`src/rtl/core_dispatch_scoreboard_pkg.sv`:
```
// core_dispatch_scoreboard_pkg: shared decode types, execution-unit enum and helpers for the pending-write scoreboard.
package core_dispatch_scoreboard_pkg;
  typedef logic [15:0] hword;
  typedef logic [3:0] reg_num;
  typedef struct packed {
    logic execute;
    logic branch;
    logic ldst;
    logic mul;
  } insn_ctrl;
  typedef struct packed {
    reg_num rd;
    reg_num ra;
    reg_num rb;
    logic uses_ra;
    logic uses_rb;
    logic writeback;
  } insn_data;
  typedef struct packed {
    insn_ctrl ctrl;
    insn_data data;
  } insn_decode;
  typedef enum logic [2:0] {EU_ALU_A, EU_ALU_B, EU_BRANCH, EU_LDST, EU_MUL} exec_unit;
  localparam int NUM_EXEC_UNITS = 5;
  function automatic hword onehot(reg_num r);
    return hword'(1) << r;
  endfunction
  function automatic exec_unit steer(insn_ctrl c, logic slot_b);
    return c.branch ? EU_BRANCH : c.ldst ? EU_LDST : c.mul ? EU_MUL : slot_b ? EU_ALU_B : EU_ALU_A;
  endfunction
endpackage

```
`src/rtl/core_dispatch_scoreboard_if.sv`:
```
// core_dispatch_scoreboard_if: dispatch, writeback and hazard-mask signals between dispatch and the scoreboard.
interface core_dispatch_scoreboard_if;
  import core_dispatch_scoreboard_pkg::*;
  insn_decode cur_a, cur_b;
  logic dispatch_a, dispatch_b, flush;
  logic done_alu_a, done_alu_b, done_branch, done_ldst, done_mul;
  reg_num done_alu_a_rd, done_alu_b_rd, done_branch_rd, done_ldst_rd, done_mul_rd;
  hword mask_a_ra, mask_a_rb, mask_b_ra, mask_b_rb;
  hword mask_alu_a, mask_alu_b, mask_branch, mask_ldst, mask_mul;
  logic busy_alu_a, busy_alu_b, busy_branch, busy_ldst, busy_mul;
  logic sb_error;
  modport master (
    output cur_a, cur_b, dispatch_a, dispatch_b, flush,
    output done_alu_a, done_alu_b, done_branch, done_ldst, done_mul,
    output done_alu_a_rd, done_alu_b_rd, done_branch_rd, done_ldst_rd, done_mul_rd,
    input mask_a_ra, mask_a_rb, mask_b_ra, mask_b_rb,
    input mask_alu_a, mask_alu_b, mask_branch, mask_ldst, mask_mul,
    input busy_alu_a, busy_alu_b, busy_branch, busy_ldst, busy_mul, sb_error
  );
  modport slave (
    input cur_a, cur_b, dispatch_a, dispatch_b, flush,
    input done_alu_a, done_alu_b, done_branch, done_ldst, done_mul,
    input done_alu_a_rd, done_alu_b_rd, done_branch_rd, done_ldst_rd, done_mul_rd,
    output mask_a_ra, mask_a_rb, mask_b_ra, mask_b_rb,
    output mask_alu_a, mask_alu_b, mask_branch, mask_ldst, mask_mul,
    output busy_alu_a, busy_alu_b, busy_branch, busy_ldst, busy_mul, sb_error
  );
endinterface

```
`src/rtl/core_dispatch_scoreboard_unit.sv`:
```
// core_dispatch_scoreboard_unit: one execution unit's pending-write slot with local error detection.
// CORE_SCOREBOARD_BYPASS_EN releases the mask/busy combinationally in the completion cycle.
module core_dispatch_scoreboard_unit
  import core_dispatch_scoreboard_pkg::*;
#(
  parameter bit FLUSHABLE = 1'b1
) (
  input  logic   clk,
  input  logic   rst,
  input  logic   disp,
  input  logic   disp_wb,
  input  reg_num disp_rd,
  input  logic   done,
  input  reg_num done_rd,
  input  logic   flush,
  output hword   mask,
  output logic   busy,
  output logic   err
);
  hword mask_q, mask_d;
  logic busy_q, busy_d;
  reg_num rd_q, rd_d;
  logic clr;
  always_comb begin
    clr = done | (flush & FLUSHABLE);
    busy_d = disp | (busy_q & ~clr);
    mask_d = disp ? (disp_wb ? onehot(disp_rd) : '0) : clr ? '0 : mask_q;
    rd_d = disp ? disp_rd : rd_q;
    err = (done & ~busy_q) | (disp & busy_q & ~done) | (done & (|mask_q) & (done_rd != rd_q));
  end
  always_ff @(posedge clk) begin
    if (rst) begin
      mask_q <= '0;
      busy_q <= 1'b0;
      rd_q <= '0;
    end else begin
      mask_q <= mask_d;
      busy_q <= busy_d;
      rd_q <= rd_d;
    end
  end
`ifdef CORE_SCOREBOARD_BYPASS_EN
  assign mask = mask_q & ~(done ? onehot(done_rd) : '0);
  assign busy = busy_q & ~done;
`else
  assign mask = mask_q;
  assign busy = busy_q;
`endif
endmodule

```
`src/rtl/core_dispatch_scoreboard.sv`:
```
// core_dispatch_scoreboard: per-unit pending-write tracker and source-mask decode for the dual-issue dispatch hazard check.
// CORE_SCOREBOARD_BYPASS_EN (in the unit) makes completions visible in the same cycle.
module core_dispatch_scoreboard
  import core_dispatch_scoreboard_pkg::*;
(
  input logic clk,
  input logic rst,
  core_dispatch_scoreboard_if.slave sb
);
  exec_unit sel_a, sel_b;
  logic conflict, sb_error_q, sb_error_d;
  logic [NUM_EXEC_UNITS-1:0] done, busy, err;
  reg_num done_rd [NUM_EXEC_UNITS];
  hword mask [NUM_EXEC_UNITS];
  assign done = {sb.done_mul, sb.done_ldst, sb.done_branch, sb.done_alu_b, sb.done_alu_a};
  assign done_rd = '{sb.done_alu_a_rd, sb.done_alu_b_rd, sb.done_branch_rd, sb.done_ldst_rd, sb.done_mul_rd};
  always_comb begin
    sel_a = steer(sb.cur_a.ctrl, 1'b0);
    sel_b = steer(sb.cur_b.ctrl, 1'b1);
    // ALU slots steer to distinct units, so equality can only mean a shared non-ALU unit
    conflict = sb.dispatch_a & sb.dispatch_b & ~sb.flush & (sel_a == sel_b);
    sb_error_d = sb_error_q | conflict | (|err);
  end
  for (genvar i = 0; i < NUM_EXEC_UNITS; i++) begin : g_unit
    logic a_hit, b_hit;
    assign a_hit = sb.dispatch_a & (sel_a == exec_unit'(i));
    assign b_hit = sb.dispatch_b & (sel_b == exec_unit'(i));
    core_dispatch_scoreboard_unit #(.FLUSHABLE(i < int'(EU_LDST))) u_unit (
      .clk(clk),
      .rst(rst),
      .disp((a_hit | b_hit) & ~sb.flush),
      .disp_wb(a_hit ? sb.cur_a.ctrl.execute & sb.cur_a.data.writeback
                     : sb.cur_b.ctrl.execute & sb.cur_b.data.writeback),
      .disp_rd(a_hit ? sb.cur_a.data.rd : sb.cur_b.data.rd),
      .done(done[i]),
      .done_rd(done_rd[i]),
      .flush(sb.flush),
      .mask(mask[i]),
      .busy(busy[i]),
      .err(err[i])
    );
  end
  always_ff @(posedge clk) begin
    if (rst) sb_error_q <= 1'b0;
    else sb_error_q <= sb_error_d;
  end
  assign sb.mask_a_ra = sb.cur_a.data.uses_ra ? onehot(sb.cur_a.data.ra) : '0;
  assign sb.mask_a_rb = sb.cur_a.data.uses_rb ? onehot(sb.cur_a.data.rb) : '0;
  assign sb.mask_b_ra = sb.cur_b.data.uses_ra ? onehot(sb.cur_b.data.ra) : '0;
  assign sb.mask_b_rb = sb.cur_b.data.uses_rb ? onehot(sb.cur_b.data.rb) : '0;
  assign sb.mask_alu_a = mask[EU_ALU_A];
  assign sb.mask_alu_b = mask[EU_ALU_B];
  assign sb.mask_branch = mask[EU_BRANCH];
  assign sb.mask_ldst = mask[EU_LDST];
  assign sb.mask_mul = mask[EU_MUL];
  assign sb.busy_alu_a = busy[EU_ALU_A];
  assign sb.busy_alu_b = busy[EU_ALU_B];
  assign sb.busy_branch = busy[EU_BRANCH];
  assign sb.busy_ldst = busy[EU_LDST];
  assign sb.busy_mul = busy[EU_MUL];
  assign sb.sb_error = sb_error_q;
endmodule

```
`src/flat_wrapper.sv`:
```
// flat-port wrapper written by rule: the top's interface ports become plain ports
module core_dispatch_scoreboard_flat import core_dispatch_scoreboard_pkg::*;
  (clk, rst, sb_cur_a, sb_cur_b, sb_dispatch_a, sb_dispatch_b, sb_flush, sb_done_alu_a, sb_done_alu_b, sb_done_branch, sb_done_ldst, sb_done_mul, sb_done_alu_a_rd, sb_done_alu_b_rd, sb_done_branch_rd, sb_done_ldst_rd, sb_done_mul_rd, sb_mask_a_ra, sb_mask_a_rb, sb_mask_b_ra, sb_mask_b_rb, sb_mask_alu_a, sb_mask_alu_b, sb_mask_branch, sb_mask_ldst, sb_mask_mul, sb_busy_alu_a, sb_busy_alu_b, sb_busy_branch, sb_busy_ldst, sb_busy_mul, sb_sb_error);
  core_dispatch_scoreboard_if sb_i ();
  input logic clk;
  input logic rst;
  input wire logic [$bits(sb_i.cur_a)-1:0] sb_cur_a;
  input wire logic [$bits(sb_i.cur_b)-1:0] sb_cur_b;
  input wire logic [$bits(sb_i.dispatch_a)-1:0] sb_dispatch_a;
  input wire logic [$bits(sb_i.dispatch_b)-1:0] sb_dispatch_b;
  input wire logic [$bits(sb_i.flush)-1:0] sb_flush;
  input wire logic [$bits(sb_i.done_alu_a)-1:0] sb_done_alu_a;
  input wire logic [$bits(sb_i.done_alu_b)-1:0] sb_done_alu_b;
  input wire logic [$bits(sb_i.done_branch)-1:0] sb_done_branch;
  input wire logic [$bits(sb_i.done_ldst)-1:0] sb_done_ldst;
  input wire logic [$bits(sb_i.done_mul)-1:0] sb_done_mul;
  input wire logic [$bits(sb_i.done_alu_a_rd)-1:0] sb_done_alu_a_rd;
  input wire logic [$bits(sb_i.done_alu_b_rd)-1:0] sb_done_alu_b_rd;
  input wire logic [$bits(sb_i.done_branch_rd)-1:0] sb_done_branch_rd;
  input wire logic [$bits(sb_i.done_ldst_rd)-1:0] sb_done_ldst_rd;
  input wire logic [$bits(sb_i.done_mul_rd)-1:0] sb_done_mul_rd;
  output wire logic [$bits(sb_i.mask_a_ra)-1:0] sb_mask_a_ra;
  output wire logic [$bits(sb_i.mask_a_rb)-1:0] sb_mask_a_rb;
  output wire logic [$bits(sb_i.mask_b_ra)-1:0] sb_mask_b_ra;
  output wire logic [$bits(sb_i.mask_b_rb)-1:0] sb_mask_b_rb;
  output wire logic [$bits(sb_i.mask_alu_a)-1:0] sb_mask_alu_a;
  output wire logic [$bits(sb_i.mask_alu_b)-1:0] sb_mask_alu_b;
  output wire logic [$bits(sb_i.mask_branch)-1:0] sb_mask_branch;
  output wire logic [$bits(sb_i.mask_ldst)-1:0] sb_mask_ldst;
  output wire logic [$bits(sb_i.mask_mul)-1:0] sb_mask_mul;
  output wire logic [$bits(sb_i.busy_alu_a)-1:0] sb_busy_alu_a;
  output wire logic [$bits(sb_i.busy_alu_b)-1:0] sb_busy_alu_b;
  output wire logic [$bits(sb_i.busy_branch)-1:0] sb_busy_branch;
  output wire logic [$bits(sb_i.busy_ldst)-1:0] sb_busy_ldst;
  output wire logic [$bits(sb_i.busy_mul)-1:0] sb_busy_mul;
  output wire logic [$bits(sb_i.sb_error)-1:0] sb_sb_error;
  assign sb_i.cur_a = sb_cur_a;
  assign sb_i.cur_b = sb_cur_b;
  assign sb_i.dispatch_a = sb_dispatch_a;
  assign sb_i.dispatch_b = sb_dispatch_b;
  assign sb_i.flush = sb_flush;
  assign sb_i.done_alu_a = sb_done_alu_a;
  assign sb_i.done_alu_b = sb_done_alu_b;
  assign sb_i.done_branch = sb_done_branch;
  assign sb_i.done_ldst = sb_done_ldst;
  assign sb_i.done_mul = sb_done_mul;
  assign sb_i.done_alu_a_rd = sb_done_alu_a_rd;
  assign sb_i.done_alu_b_rd = sb_done_alu_b_rd;
  assign sb_i.done_branch_rd = sb_done_branch_rd;
  assign sb_i.done_ldst_rd = sb_done_ldst_rd;
  assign sb_i.done_mul_rd = sb_done_mul_rd;
  assign sb_mask_a_ra = sb_i.mask_a_ra;
  assign sb_mask_a_rb = sb_i.mask_a_rb;
  assign sb_mask_b_ra = sb_i.mask_b_ra;
  assign sb_mask_b_rb = sb_i.mask_b_rb;
  assign sb_mask_alu_a = sb_i.mask_alu_a;
  assign sb_mask_alu_b = sb_i.mask_alu_b;
  assign sb_mask_branch = sb_i.mask_branch;
  assign sb_mask_ldst = sb_i.mask_ldst;
  assign sb_mask_mul = sb_i.mask_mul;
  assign sb_busy_alu_a = sb_i.busy_alu_a;
  assign sb_busy_alu_b = sb_i.busy_alu_b;
  assign sb_busy_branch = sb_i.busy_branch;
  assign sb_busy_ldst = sb_i.busy_ldst;
  assign sb_busy_mul = sb_i.busy_mul;
  assign sb_sb_error = sb_i.sb_error;
  core_dispatch_scoreboard u_core (.clk(clk), .rst(rst), .sb(sb_i));
endmodule
```
`config.mk`:
```
export PLATFORM = sky130hd
export DESIGN_NAME = core_dispatch_scoreboard_flat
export DESIGN_NICKNAME = d
export VERILOG_FILES = /design/src/rtl/core_dispatch_scoreboard_pkg.sv /design/src/rtl/core_dispatch_scoreboard_if.sv /design/src/rtl/core_dispatch_scoreboard_unit.sv /design/src/rtl/core_dispatch_scoreboard.sv /design/src/flat_wrapper.sv
export SDC_FILE = /design/constraint.sdc
export NUM_CORES = 1
export LEC_CHECK = 0
export BUFFER_PORTS_ARGS = -buffer_cell sky130_fd_sc_hd__buf_2
export CAP_MARGIN = 25
export CORE_MARGIN = 10
export CORE_UTILIZATION = 25
export DETAILED_ROUTE_END_ITERATION = 7
export PLACE_DENSITY = 0.46
export SLEW_MARGIN = 25
export SYNTH_ARGS = -nofsm -noshare
export SYNTH_HDL_FRONTEND = slang
export SYNTH_SLANG_ARGS = --single-unit
```
`constraint.sdc`:
```
create_clock -name clk -period 4.4 [get_ports clk]
set_input_delay 0.88 -clock clk [delete_from_list [all_inputs] [get_ports clk]]
set_output_delay 0.88 -clock clk [all_outputs]
set_load 0.05 [all_outputs]
```
==> summary by stage <==
STA
The number of endpoints failing setup at the final stage is 0. Derived from the worst setup path, the maximum achievable clock frequency is roughly 350 MHz. The final period utilization is 64.3%. The final-report hold violation count is 0. Setup repair after global routing left no endpoint under its margin. The setup TNS is 0 ns. The post-route clock skew is slightly above 0.006 ns. The final number of max-transition violations is 0.

The measured slew at the worst slew-check pin is roughly 1 ns. The worst max-slew margin expressed relative to the limit is a little under a third. After layout, the minimum clock period comes to around 2.8 ns.

Placement
The number of port buffers is ~220. The detailed-placement wirelength estimate is 16000 um. Counting tap cells, the placed design contains a total of 1117 instances.

The congestion estimate from routability-driven global placement came to between 0.8 and 0.9.

Floorplanning
The starting utilization of the core area is around a quarter. The initialized floorplan defines 54 standard-cell rows. After floorplanning, the core was sized to cover between 0.02 and 0.025 mm^2. In this run the horizontal extent of the chip is ~170 um. In this run the count of I/O pins placed on the die edge is ~220. The die covers between 0.02 and 0.03 mm^2. The overall die height is around 170 um.

CTS
The longest clock path from root to sink contains 2 buffers. Buffers inserted during clock tree synthesis total 9. The clock-pin slew reported for the worst setup and hold paths after clock tree synthesis is about 0.070 ns. CTS placed an instance of clkbuf_16 at the clock tree root. At the later pin of the worst-skew pair, clock insertion delay measures ~0.34 ns.

The number of buffers inserted for hold repair after clock tree synthesis is 0. The post-cts resize count is 0. Post-CTS timing repair inserted 0 buffers for setup. The H-tree was split into 3 levels. For this design, the sink count on the clock tree is 106.

TritonCTS built the clock tree.

Finish
The library cell used most frequently in the layout, excluding fill and tap cells, is buf_2. The count of nets after finishing is approximately 900. Cells fill roughly a third of the core in the end. The top cell types in the final layout, fill and taps aside, are 216 x buf_2, 157 x nor2_1, 106 x dfxtp_1, 78 x a22oi_1, 26 x nand2_1. The finished layout holds 1134 standard cells, fillers aside. Of the cells placed in the final design, the portion with a size suffix greater than 1 is about 32%. The area added between synthesis and finish is 29.0%.

GRT
The number of global-route vias before repair was roughly 5300. The number of antenna violations at the first check in global routing is 4. The maximum number of pins on one net before global-route repair is 77. Across every metal layer, demand over resource in global routing totals roughly 14%.

The first global-routing pass estimated between 30000 and 40000 um of wire. After global routing the overflow that remains totals 0.

Worst hold path
The worst hold path passes through 2 cells. The tightest min-delay check is of the reg -> reg type.

Drt
Dividing the detail-routed wire length by the instance count gives 18.4 um. In the routed layout, each cell is associated on average with a via count of ~4.9. In this run the remaining antenna-violating nets after routing total 0. The number of DRC markers in iteration 0 is 270. Summing over every cut layer, the via total after detailed routing is roughly 5600. The detailed-route DRC error count is 0. The first TritonRoute pass finished after 5 iterations.

The total wire length after detailed routing is between 20000 and 25000 um.

Synth
The number of nets handed over by synthesis was around 720. The primary flip-flop cell chosen by synthesis mapping is dfxtp_1. The number of enable flip-flop cells after synthesis is 0. Synthesis inferred 106 register bits. Synthesis handed over a netlist of between 600 and 700 instances. The number of different library cells in the post-synthesis netlist is 63. The async set-reset flop share out of synthesis is 0%. Summing the sequential cell areas from Yosys gives between 30% and 40% of the chip area. Summing every instance area after synthesis gives 0.00549 mm^2.

The Yosys step of the flow raised 0 warnings. The post-synthesis average cell area is approximately 8.4 um^2.

Power
Summed over all cells, the static leakage comes to a little over 3 nW. Overall power consumption after layout is estimated at ~2.1 mW. The clock share of power is approximately 41%. Cell internal power was estimated by the tool at ~1.6 mW. In this run the power spent charging and discharging nets is just under 600 uW. Registers are responsible for between 40% and 50% of the overall power. Of the total power, the share spent switching nets is 27.0%.

The maximum resistive drop on vdd is between 0.15 and 0.2 mV. The logic gate share of total power is 13.7%. The power density relative to cell area is just over 300 mW/mm^2.

Setup path
STA classifies the critical path endpoint as a primary output. At the worst endpoint, the required time is approximately 3.5 ns. Of all nets on the critical path, the largest fanout is 4.

The signal arrival time at the worst endpoint is 1.95 ns. The cell depth of the worst flop-to-flop path is 5. The category of the most critical setup path is in -> out. The startpoint type of the worst setup path is an input port.

Run
The max-cap violation count is 0.

Status
The run finished with clean final reports.
-- synthesized netlist by cell type (5+ instances only) --
library cell | count | share of area [%]
nor2b_1 | 7 | 0.80
nor3_1 | 18 | 1.6
inv_1 | 6 | 0.41
xnor2_1 | 8 | 1.3
buf_4 | 5 | 0.68
a22oi_1 | 78 | 11
nand3_1 | 13 | 1.2
o21ai_0 | 8 | 0.73
nand2b_1 | 14 | 1.6
buf_2 | 9 | 0.82
a32oi_1 | 6 | 0.96
nand3b_1 | 16 | 2.2
nor2_1 | 158 | 11
a211oi_1 | 8 | 1.1
mux2i_1 | 12 | 2.2
nor4_1 | 23 | 2.6
xor2_1 | 12 | 1.9
nand2_1 | 26 | 1.8
a21oi_1 | 16 | 1.5
nor3_2 | 6 | 1.1
clkbuf_1 | 17 | 1.2
or3b_2 | 5 | 0.80
and3_1 | 6 | 0.68
dfxtp_1 | 106 | 39
-- cell families (layout without fill, tap and decap cells) --
kind of cell           Yosys count  count (layout)  share of synthesized area, %
other                            0               2                             0
buffers and inverters           43             241                          4.05
AND/OR/NAND/NOR                328             328                          31.5
flip-flops                     106             106                          38.6
multiplexers                    16              16                          3.07
XOR/XNOR                        20              20                          3.19
AO/OA/AOI/OAI                  141             141                          19.5
-- power groups by stage --
stage	logic (mW)	clock network [mW]	registers (mW)
final	0.295	0.878	0.976
after global routing	0.322	0.947	0.977
after CTS	0.297	0.909	0.976
after detailed placement	0.296	0	0.998
after global placement	0.297	0	0.998
after floorplan	0.186	0	1.01
-- sequential cells by signal, summed over array words and instances, names as in the netlist --
name and count:
u_core.sb.sb_error 1, u_core.g_unit.u_unit.mask 80, u_core.g_unit.u_unit.busy 5, u_core.g_unit.u_unit.rd_q 20
-- layer usage --
| metal | part of all wire, % | track usage (%) |
|---|---|---|
| met4 | 0.86 | 3.33 |
| met5 | 0.12 | 0 |
| met2 | 47 | 22.1 |
| met1 | 43 | 16.9 |
| met3 | 8.6 | 5.33 |
-- stage by stage --
stage          setup slack (ns)  hold slack, ns  cell area, um^2
2_1_floorplan              1.08           0.448             5490
3_3_place_gp               1.38           0.463             6760
3_5_place_dp               1.38           0.468             6760
4_1_cts                    1.56           0.481             7070
5_1_grt                    1.51           0.516             7080
6_report                   1.57           0.480             7090
-- path summary, 6_finish.rpt --
check / startpoint / to / slack [ns]
worst max-delay path: sb_cur_b[3] / sb_mask_b_rb[0] / 1.57
worst min-delay path: u_core.g_unit[0].u_unit.rd_q[0] / u_core.g_unit[0].u_unit.rd_q[0] / 0.48
worst max register to register: u_core.g_unit[0].u_unit.mask[10] / u_core.sb.sb_error / 2.64
worst min register to register: u_core.g_unit[0].u_unit.rd_q[0] / u_core.g_unit[0].u_unit.rd_q[0] / 0.48
-- cell type report --
type                    count  area, um^2
diodes                      2        5.00
clock buffers              11         243
clock inverters             4        76.3
fillers                  2394       14700
inverters                   6        22.5
multi-input cells         505        3160
flip-flops and latches    106        2120
well taps                 280         350
repair buffers            220        1110
-- critical path, cell delays in order --
cell,delay [ns]
buf_2,0.11
or3b_2,0.52
nor3_1,0.14
buf_2,0.29
(Power assumes the default switching activity.)
